==> config.mk <==
export PLATFORM = sky130hd
export DESIGN_NAME = pwr_seq
export DESIGN_NICKNAME = d
export VERILOG_FILES = /design/src/rtl/pwr_seq.sv
export SDC_FILE = /design/constraint.sdc
export NUM_CORES = 1
export LEC_CHECK = 0
export CAP_MARGIN = 30
export CORE_MARGIN = 5
export CORE_UTILIZATION = 50
export CTS_CLUSTER_SIZE = 8
export DETAILED_ROUTE_END_ITERATION = 10
export GPL_TIMING_DRIVEN = 0
export PLACE_DENSITY = 0.79
export SYNTH_ARGS = -nofsm -noshare
export SYNTH_HDL_FRONTEND = slang
export SYNTH_SLANG_ARGS = --single-unit
export TNS_END_PERCENT = 10
==> constraint.sdc <==
create_clock -name clk_i -period 3.5 [get_ports clk_i]
set_input_delay 0.525 -clock clk_i [delete_from_list [all_inputs] [get_ports clk_i]]
set_output_delay 0.525 -clock clk_i [all_outputs]
set_load 0.01 [all_outputs]
==> src/rtl/pwr_seq.sv <==
// -----------------------------------------------------------------------------
// pwr_seq -- power-on / reset sequencer
//
// Brings the system out of reset in order:
//   WAIT_PLL -> RAM_RST -> WAIT_RAM -> SYS_RST -> RUN
// It then handles warm reset, cold reset, power-off and RAM failure from RUN.
// While the system PLL is unlocked, the block falls back to WAIT_PLL from
// every state except OFF and ERR.
//
// Parameters
//   RAMRSTCNTBITSZ : width of the RAM reset hold counter
//   RSTCNTBITSZ    : width of the system reset hold counter
//   TIMEOUTBITSZ   : width of the RAM-init timeout counter
//                    (used only when PWR_SEQ_RAMTIMEOUT_EN is defined)
//
// Optional feature
//   PWR_SEQ_RAMTIMEOUT_EN : when defined, WAIT_RAM gives up and goes to ERR
//                           once the timeout counter has expired.
//
// Ports
//   clk_i             : clock, rising edge
//   rst_n             : asynchronous active-low reset
//   pll_locked_i      : system PLL locked
//   ram_pll_locked_i  : DRAM-controller PLL locked
//   ram_init_done_i   : DRAM calibration finished
//   ram_init_error_i  : DRAM calibration failed
//   swrst0_i/swrst1_i : software reset request pair
//   cpu_rst_req_i     : reset request from the processor cluster
//   ram_rst_o         : DRAM controller / RAM cache reset
//   sys_rst_o         : interconnect / peripheral reset
//   cpu_rst_o         : processor cluster reset
//   cold_rst_o        : one-cycle global cold-reset pulse
//   off_o             : powered-off flag
//   err_o             : RAM failure flag
//   state_o           : current state encoding
// -----------------------------------------------------------------------------
module pwr_seq #(
  parameter int RAMRSTCNTBITSZ = 16,
  parameter int RSTCNTBITSZ    = 16,
  parameter int TIMEOUTBITSZ   = 24
) (
  input  logic       clk_i,
  input  logic       rst_n,
  input  logic       pll_locked_i,
  input  logic       ram_pll_locked_i,
  input  logic       ram_init_done_i,
  input  logic       ram_init_error_i,
  input  logic       swrst0_i,
  input  logic       swrst1_i,
  input  logic       cpu_rst_req_i,
  output logic       ram_rst_o,
  output logic       sys_rst_o,
  output logic       cpu_rst_o,
  output logic       cold_rst_o,
  output logic       off_o,
  output logic       err_o,
  output logic [2:0] state_o
);

  typedef enum logic [2:0] {
    WAIT_PLL = 3'd0,
    RAM_RST  = 3'd1,
    WAIT_RAM = 3'd2,
    SYS_RST  = 3'd3,
    RUN      = 3'd4,
    COLD     = 3'd5,
    OFF      = 3'd6,
    ERR      = 3'd7
  } state_e;

  state_e                      state_q, state_d;
  logic [RAMRSTCNTBITSZ-1:0]   ram_cnt_q, ram_cnt_d;
  logic [RSTCNTBITSZ-1:0]      sys_cnt_q, sys_cnt_d;
`ifdef PWR_SEQ_RAMTIMEOUT_EN
  logic [TIMEOUTBITSZ-1:0]     to_cnt_q, to_cnt_d;
`endif

  logic ram_rst_q, ram_rst_d;
  logic sys_rst_q, sys_rst_d;
  logic cpu_rst_q, cpu_rst_d;
  logic cold_rst_q, cold_rst_d;
  logic off_q, off_d;
  logic err_q, err_d;

  // ---------------------------------------------------------------------------
  // Next-state and counter logic
  // ---------------------------------------------------------------------------
  // NOTE: every signal written here gets a default first, so no path through
  // the case statement can leave one unassigned and infer a latch.
  always_comb begin
    state_d   = state_q;
    ram_cnt_d = ram_cnt_q;
    sys_cnt_d = sys_cnt_q;
`ifdef PWR_SEQ_RAMTIMEOUT_EN
    to_cnt_d  = to_cnt_q;
`endif

    // Losing the system PLL beats every other transition, mid-count too.
    // OFF and ERR are sticky and only rst_n leaves them.
    if (!pll_locked_i && state_q != OFF && state_q != ERR) begin
      state_d   = WAIT_PLL;
      ram_cnt_d = '1;
      sys_cnt_d = '1;
`ifdef PWR_SEQ_RAMTIMEOUT_EN
      to_cnt_d  = '1;
`endif
    end else begin
      unique case (state_q)
        WAIT_PLL: begin
          // PLL is known locked here (the branch above handles unlocked).
          state_d   = RAM_RST;
          ram_cnt_d = '1;
        end

        RAM_RST: begin
          if (ram_cnt_q == '0) begin
            state_d = WAIT_RAM;
`ifdef PWR_SEQ_RAMTIMEOUT_EN
            to_cnt_d = '1;
`endif
          end else begin
            ram_cnt_d = ram_cnt_q - 1'b1;
          end
        end

        WAIT_RAM: begin
          // Calibration status is only trusted once the DRAM PLL is locked.
          // An error wins over done when both are set.
          if (ram_pll_locked_i && ram_init_error_i) begin
            state_d = ERR;
          end else if (ram_pll_locked_i && ram_init_done_i) begin
            state_d   = SYS_RST;
            sys_cnt_d = '1;
          end
`ifdef PWR_SEQ_RAMTIMEOUT_EN
          // Done/error above take precedence over an expiring timeout.
          else if (to_cnt_q == '0) begin
            state_d = ERR;
          end else begin
            to_cnt_d = to_cnt_q - 1'b1;
          end
`endif
        end

        SYS_RST: begin
          if (sys_cnt_q == '0) begin
            state_d = RUN;
          end else begin
            sys_cnt_d = sys_cnt_q - 1'b1;
          end
        end

        RUN: begin
          if (swrst0_i && swrst1_i) begin
            state_d = COLD;
          end else if (swrst0_i) begin
            state_d = OFF;
          end else if (swrst1_i || cpu_rst_req_i) begin
            // Warm reset: RAM stays out of reset, only the system is cycled.
            state_d   = SYS_RST;
            sys_cnt_d = '1;
          end
        end

        COLD:    state_d = WAIT_PLL;
        OFF:     state_d = OFF;
        ERR:     state_d = ERR;
        default: state_d = WAIT_PLL;
      endcase
    end
  end

  // ---------------------------------------------------------------------------
  // Output decode from the next state, so the flops hold the value that
  // matches state_q on the same cycle. No input reaches an output without
  // passing through a flop.
  // ---------------------------------------------------------------------------
  always_comb begin
    ram_rst_d  = (state_d == WAIT_PLL) || (state_d == RAM_RST) ||
                 (state_d == COLD)     || (state_d == OFF);
    sys_rst_d  = (state_d != RUN);
    // cpu_rst releases one cycle after sys_rst: the CPU comes out of reset
    // only on the second consecutive RUN cycle. It reasserts on the same edge
    // as sys_rst when RUN is left.
    cpu_rst_d  = !((state_d == RUN) && (state_q == RUN));
    cold_rst_d = (state_d == COLD);
    off_d      = (state_d == OFF);
    err_d      = (state_d == ERR);
  end

  // ---------------------------------------------------------------------------
  // State, counters and output registers
  // ---------------------------------------------------------------------------
  // NOTE: sequential state uses non-blocking assignments so every flop
  // samples the pre-edge values, independent of statement order.
  always_ff @(posedge clk_i or negedge rst_n) begin
    if (!rst_n) begin
      state_q    <= WAIT_PLL;
      ram_cnt_q  <= '1;
      sys_cnt_q  <= '1;
`ifdef PWR_SEQ_RAMTIMEOUT_EN
      to_cnt_q   <= '1;
`endif
      ram_rst_q  <= 1'b1;
      sys_rst_q  <= 1'b1;
      cpu_rst_q  <= 1'b1;
      cold_rst_q <= 1'b0;
      off_q      <= 1'b0;
      err_q      <= 1'b0;
    end else begin
      state_q    <= state_d;
      ram_cnt_q  <= ram_cnt_d;
      sys_cnt_q  <= sys_cnt_d;
`ifdef PWR_SEQ_RAMTIMEOUT_EN
      to_cnt_q   <= to_cnt_d;
`endif
      ram_rst_q  <= ram_rst_d;
      sys_rst_q  <= sys_rst_d;
      cpu_rst_q  <= cpu_rst_d;
      cold_rst_q <= cold_rst_d;
      off_q      <= off_d;
      err_q      <= err_d;
    end
  end

  assign ram_rst_o  = ram_rst_q;
  assign sys_rst_o  = sys_rst_q;
  assign cpu_rst_o  = cpu_rst_q;
  assign cold_rst_o = cold_rst_q;
  assign off_o      = off_q;
  assign err_o      = err_q;
  assign state_o    = state_q;

endmodule

### Yosys cells after proc, flatten, opt, wreduce, memory -nomap -nowiden

Index checks and enable logic that the tools add are counted.

| storage, ports and cells | value |
|---|---|
| register bits | 41 |
| bits in latches | 0 |
| bits in writable memories | 0 |
| bits in read-only memories | 0 |
| bits of input ports | 9 |
| output and inout bits | 9 |
| word-level logic and storage cells | 73 |
| memories | 0 |

| cells by class | value |
|---|---|
| add/subtract/negate cells | 2 |
| $mul | 0 |
| divide/modulo/power cells | 0 |
| $lt $le $gt $ge | 0 |
| eq/ne operators | 22 |
| shift operators | 0 |
| mux-type cells | 20 |
| bitwise logic cells | 0 |
| reductions and logical operators | 20 |

Operators by type and width:

| kind | number |
|---|---|
| 16-bit 2-to-1 mux | 9 |
| 16-bit one-hot mux with 3 select lines | 1 |
| 16-bit logical NOT | 2 |
| 16-bit one-hot mux with 2 select lines | 1 |
| 16-bit by 1-bit subtractor with 16-bit output, second input constant | 2 |
| 3-bit inequality test, second input constant | 10 |
| 3-bit == test, second input constant | 8 |
| 3-bit 2-to-1 mux | 8 |
| 3-bit one-hot mux with 8 select lines | 1 |
| 7-bit AND reduction | 1 |
| 3-bit by 1-bit == test with 1-bit output, second input constant | 2 |
| 3-bit by 2-bit == test with 1-bit output, second input constant | 2 |
| 1-bit logical AND | 6 |
| 3-bit logical NOT | 2 |
| 1-bit logical OR | 4 |
| 4-bit nonzero test | 1 |
| 3-bit nonzero test | 1 |
| 1-bit logical NOT | 2 |
| 2-bit AND reduction | 1 |

### Longest topological paths before layout

Gate-level depths: netlist (run 1).

| logic depth | value |
|---|---|
| word-level depth | 10 |
| gate-level depth with buffers | 8 |
| gate-level depth less buffers | 8 |

### Worst setup path before layout (run 1)

No wires, ideal clock.

| path | value |
|---|---|
| path type | register to register |
| from | reg ram_cnt_q[0] |
| to | reg ram_cnt_q[8] |
| library setup time | 0.088 ns |
| arrival | 2.041 ns |
| data required time | 3.412 ns |
| slack | 1.371 ns |
| stages on the path, launching flop included | 8 |
| buffers on the path | 0 |
| clock period less this slack | 2.129 ns |
| cells stage by stage | dfstp_2 > inv_1 > ha_1 > or4b_1 > or3_1 > a2111oi_2 > xnor2_1 > nand2_1 |

| on the way | value |
|---|---|
| cells in the longest elaborated chain, start to end | 4 |
| elaborated cells between the ends (all ways) | 7 |
| those cells by class | 1 x add/sub; 1 x eq/ne; 3 x mux; 2 x reduce/logical |

RTL lines:

| element | line | text |
|---|---|---|
| from (decl) | 72 | `logic [RAMRSTCNTBITSZ-1:0] ram_cnt_q, ram_cnt_d;` |
| from (signal assigned) | 212 | `ram_cnt_q <= ram_cnt_d;` |
| 16-bit by 1-bit subtractor with 16-bit output | 122 | `ram_cnt_d = ram_cnt_q - 1'b1;` |
| 16-bit 2-to-1 mux | 116 | `if (ram_cnt_q == '0) begin` |
| 16-bit one-hot mux with 2 select lines | 108 | `unique case (state_q)` |
| 16-bit 2-to-1 mux | 100 | `if (!pll_locked_i && state_q != OFF && state_q != ERR) begin` |

Several ways; a longest one is shown, not always the timed one. The select of a mux whose other input is x is not followed.
A chain may end at the register's enable or synchronous reset.

### Worst setup path in the final report (run 1)

| path | value |
|---|---|
| from | in pll_locked_i |
| to | reg sys_cnt_q[15] |

| on the way | value |
|---|---|
| cells in the longest elaborated chain, start to end | 5 |
| elaborated cells between the ends (all ways) | 12 |
| those cells by class | 6 x eq/ne; 1 x mux; 5 x reduce/logical |

RTL lines:

| element | line | text |
|---|---|---|
| from (decl) | 44 | `input logic pll_locked_i,` |
| 1-bit logical NOT (*) | 100 |  |
| 1-bit logical AND (*) (2 in a row) | 100 |  |
| 3-bit inequality test (no line) / 4-bit nonzero test (equally long branches) | n/a |  |
| 7-bit AND reduction (no line) | n/a |  |
| to (signal assigned) | 213 | `sys_cnt_q <= sys_cnt_d;` |
| to (decl) | 73 | `logic [RSTCNTBITSZ-1:0] sys_cnt_q, sys_cnt_d;` |

Every way passes the cells marked *; elsewhere a longest branch is shown, timed or not.

==> flow_metrics.tcl, run 1 <==
set metrics [dict create \
    run_status "finished clean" \
    grt_overflow 0 \
    clock_tree.htree_level_count 2 \
    synth-warning-count 0 \
    synthDominantAreaCellType "sky130_fd_sc_hd__dfstp_2" \
    worst_setup_path_end_kind "register" \
    layout.cell_area.non_filler_mm2 0.00281 \
    gr-usage-all-layers 0.180 \
    ys_async_rst_share 1.00 \
    syn_area_mm2 0.00244 \
    clk_path_buf_depth 2 \
    layoutNonFillerInstCount 358 \
    timing.critical_path.from_type "primary input" \
    power-per-cell-area_mw_per_mm2 362 \
    dp_cells 350 \
    switching_share 0.258 \
    numPortBuffers 17 \
    critPathSlowestCell "sky130_fd_sc_hd__nor3b_1" \
    ys_seq_elements 41 \
    syn_nets 278 \
    edff_count_synth 0 \
    r2r.worst_path.cells 5 \
    grt_pass1_wl_um 9140 \
    dpl_cell_area_mm2 0.00269 \
    power_leakage_nw 0.940 \
    layout-area-overhead-vs-synth_pct 14.9 \
    p_int_uw 754 \
    synth_cell_type_count 57 \
    worst-path-max-fanout 10 \
    place.gp.congestion 0.893 \
    drt_drc_violations_left 0 \
    num_io_pins 18 \
    crit-reg2reg-launch "sys_cnt_q[10]" \
    vias_per_cell 6.09 \
    crit_buf_inv 2 \
    nNetsFinal 302 \
    cts.clk_slew.worst_paths_ns 0.09 \
    power_frac_comb 0.110 \
    finalClockSkew_ns 0.00780 \
    cpLargestDelayFamily "simple AND/OR/NAND/NOR gates" \
    grt_setup_unrepaired "no" \
    final.setup.tns_ns 0 \
    layout.filler_cells 406 \
    post_cts_gate_resize_count 0 \
    drv_slew 0 \
    drt_iter0_drc 195 \
    grt_start_max_net_pins 42 \
    clock_sink_count 41 \
    postCtsHoldBufs 0 \
    via_count_of_the_first_global_routing_pass 2017 \
    finalWirelength_um 5470 \
    worst-endpoint-required_ns 3.72 \
    cts-buffers-inserted 5 \
    die_width_um 79.9 \
    number_of_diodes 0 \
    detailed_place_hpwl_um 3830 \
    die_area_mm2 0.00639 \
    timing.critical_path.mode_cell "sky130_fd_sc_hd__a21oi_1" \
    floorplan.initialDensity 0.518 \
    drt_pre_antenna_iters 4 \
    route.vias.total 2181 \
    synth-seq-area-share 0.438 \
    synthesis.instances 266 \
    timing.hold.worst.class "primary input to asynchronous set/reset pin" \
    cts_tree "yes" \
    row_count 25 \
    finalWorstSetupSlack_ns 0.911 \
    worst_slack_after_detailed_placement_ns 0.700 \
    max_slew_margin 0.326 \
    synthDominantCellAreaShare 0.376 \
    finish.utilization 0.595 \
    timing.critical_path.cells "clkdlybuf4s50_1 > nand2_1 > nor3b_1 > clkbuf_1 > o31ai_1 > a21oi_1 > a21oi_1" \
    worst-endpoint-arrival_ns 2.81 \
    setup_slack_of_the_most_critical_reg_to_reg_path_ns 1.05 \
    setup_viol_count_final 0 \
    cts-root-buf "sky130_fd_sc_hd__clkbuf_8" \
    worstSetupPathType "primary input to register" \
    antenna_found_initial 0 \
    cts_post_setup_buffers_inserted 0 \
    synth-main-ff-cell "sky130_fd_sc_hd__dfstp_2" \
    die_height_um 79.9 \
    min_period_ns 2.59 \
    achievable-frequency_mhz 386 \
    timing.critical_path.slowest_cell_delay_ns 0.83 \
    route.detailed.wl_per_inst_um 15.3 \
    timing_hold_violations_final 0 \
    worst-slew-pin-transition_ns 1.01 \
    worst_r2r_endpoint "cold_rst_o" \
    floorplan.core_area_mm2 0.00472 \
    drive_above_1_share 0.213 \
    postRouteAntennaNets 0 \
    irDropWorstVdd_uv 189 \
    drv.max_cap_violation_count 0 \
    clock_power_share 0.381 \
    syn_avg_cell_area_um2 9.19 \
    share_seq_of_total_power 0.509 \
    min_period_over_period 0.740 \
    synth.area.top_cells "sky130_fd_sc_hd__dfstp_2, sky130_fd_sc_hd__dfrtp_1, sky130_fd_sc_hd__nor2_1" \
    clk_latency_ns 0.30 \
    netSwitchingPower_uw 262 \
]
registers in the layout, summed over array words and instances (netlist names):
register / flops
cold_rst_o: 1
cpu_rst_o: 1
err_o: 1
off_o: 1
ram_cnt_q: 16
ram_rst_o: 1
state_o: 3
sys_cnt_q: 16
sys_rst_o: 1
Yosys cell counts, types with 3 or more instances:
library cell	instances
sky130_fd_sc_hd__and3_1	4
sky130_fd_sc_hd__nand2_1	18
sky130_fd_sc_hd__o31a_1	5
sky130_fd_sc_hd__o21ai_0	15
sky130_fd_sc_hd__nor4_1	5
sky130_fd_sc_hd__nand3_1	8
sky130_fd_sc_hd__nor3_1	11
sky130_fd_sc_hd__o21a_1	4
sky130_fd_sc_hd__dfstp_2	35
sky130_fd_sc_hd__o31ai_1	8
sky130_fd_sc_hd__nor2_1	28
sky130_fd_sc_hd__nand2b_1	5
sky130_fd_sc_hd__nor2b_1	4
sky130_fd_sc_hd__a31oi_1	10
sky130_fd_sc_hd__nand3b_1	3
sky130_fd_sc_hd__nand4_1	5
sky130_fd_sc_hd__or3_1	6
sky130_fd_sc_hd__a21oi_1	19
sky130_fd_sc_hd__dfrtp_1	6
sky130_fd_sc_hd__inv_1	6
sky130_fd_sc_hd__or4_1	6
sky130_fd_sc_hd__clkbuf_1	7
sky130_fd_sc_hd__ha_1	3
cells in the final DEF, fill, tap and decap left out, types with 4 or more instances in the layout:
cell | Yosys | routed
sky130_fd_sc_hd__dfrtp_1 | 6 | 6
sky130_fd_sc_hd__o21ai_0 | 15 | 15
sky130_fd_sc_hd__dfstp_2 | 35 | 35
sky130_fd_sc_hd__nor3_1 | 11 | 11
sky130_fd_sc_hd__inv_1 | 6 | 6
sky130_fd_sc_hd__nand4_1 | 5 | 5
sky130_fd_sc_hd__o31ai_1 | 8 | 8
sky130_fd_sc_hd__nand2b_1 | 5 | 5
sky130_fd_sc_hd__or4_1 | 6 | 6
sky130_fd_sc_hd__o21a_1 | 4 | 4
sky130_fd_sc_hd__a31oi_1 | 10 | 10
sky130_fd_sc_hd__a21oi_1 | 19 | 19
sky130_fd_sc_hd__or3_1 | 6 | 6
sky130_fd_sc_hd__nor4_1 | 5 | 5
sky130_fd_sc_hd__and3_1 | 4 | 4
sky130_fd_sc_hd__clkdlybuf4s50_1 | 0 | 16
sky130_fd_sc_hd__nand2_1 | 18 | 18
sky130_fd_sc_hd__nor2b_1 | 4 | 4
sky130_fd_sc_hd__nor2_1 | 28 | 28
sky130_fd_sc_hd__o31a_1 | 5 | 5
sky130_fd_sc_hd__nand3_1 | 8 | 8
sky130_fd_sc_hd__clkbuf_1 | 7 | 7
sky130_fd_sc_hd__clkbuf_8 | 0 | 5
kinds of logic after synthesis:
logic type	share of synthesized area
buffers and inverters	0.0271
AND/OR/NAND/NOR	0.274
AO/OA/AOI/OAI	0.226
XOR/XNOR	0.00717
adder cells (fa/ha/maj)	0.0154
multiplexers	0.0133
flip-flops	0.438
metal layers:
layer,vias up,wire (um),global-route usage
li1,1057,-,-
met1,1022,2570,0.245
met2,91,2400,0.279
met3,11,406,0.0418
met4,0,94,0.0608
met5,-,0,0
cell type report:
class                   count  area, um2  area share
plain buffers              10       40.0      0.0143
inverters                   7       26.3     0.00935
multi-input cells         208       1310       0.466
well taps                  67       83.8      0.0298
clock inverters             3       46.3      0.0165
flip-flops and latches     41       1070       0.381
clock buffers               5       68.8      0.0245
repair buffers             17        165      0.0588
how the worst max path moves through the flow:
stage | from | endpoint | slack [ns] | cells after the start
2_1_floorplan | ram_cnt_q[0] | ram_cnt_q[8] | 1.37 | 7
3_3_place_gp | pll_locked_i | sys_cnt_q[10] | 0.74 | 6
3_5_place_dp | pll_locked_i | sys_cnt_q[15] | 0.70 | 7
4_1_cts | pll_locked_i | sys_cnt_q[15] | 1.0 | 7
5_1_grt | pll_locked_i | sys_cnt_q[15] | 0.86 | 7
6_report | pll_locked_i | sys_cnt_q[15] | 0.91 | 7
worst reg2reg max path, cell delays in order, from the launching register on:
cell and delay, ns:
sky130_fd_sc_hd__dfstp_2 0.41, sky130_fd_sc_hd__nor4_1 0.56, sky130_fd_sc_hd__nand4_1 0.52, sky130_fd_sc_hd__o21a_1 0.37
sky130_fd_sc_hd__nor3_2 0.31, sky130_fd_sc_hd__and3_1 0.21
power by group through the flow:
stage,registers (mW),logic [mW],clock network (mW)
after CTS,0.517,0.111,0.398
after floorplan,0.521,0.0679,0
after detailed placement,0.525,0.110,0
final,0.518,0.112,0.387
after global placement,0.524,0.109,0
after global routing,0.521,0.124,0.422
metrics by stage:
stage               hold WS, ns  power, mW
global placement          0.486      0.633
global route              0.415       1.07
CTS                       0.369       1.03
finish                    0.352       1.02
detailed placement        0.509      0.635
floorplan                 0.229      0.589
Note: power is estimated with default switching activity, not from simulation.
==> run 2: changes to the inputs <==
==> constraint.sdc (replaced) <==
create_clock -name clk_i -period 2.6 [get_ports clk_i]
set_input_delay 0.39 -clock clk_i [delete_from_list [all_inputs] [get_ports clk_i]]
set_output_delay 0.39 -clock clk_i [all_outputs]
set_load 0.01 [all_outputs]
==> results of run 2 <==
Same layout as run 1 (identical final DEF). Status: finished clean.
Among the figures that moved: setup slack after placement 0.700 ns -> -0.0651 ns; setup slack after layout 0.911 ns -> 0.146 ns; hold slack 0.352 ns -> 0.217 ns; register-to-register setup slack 1.05 ns -> 0.15 ns; total power 1.02 mW -> 1.37 mW; worst IR drop on VDD 189 uV -> 254 uV
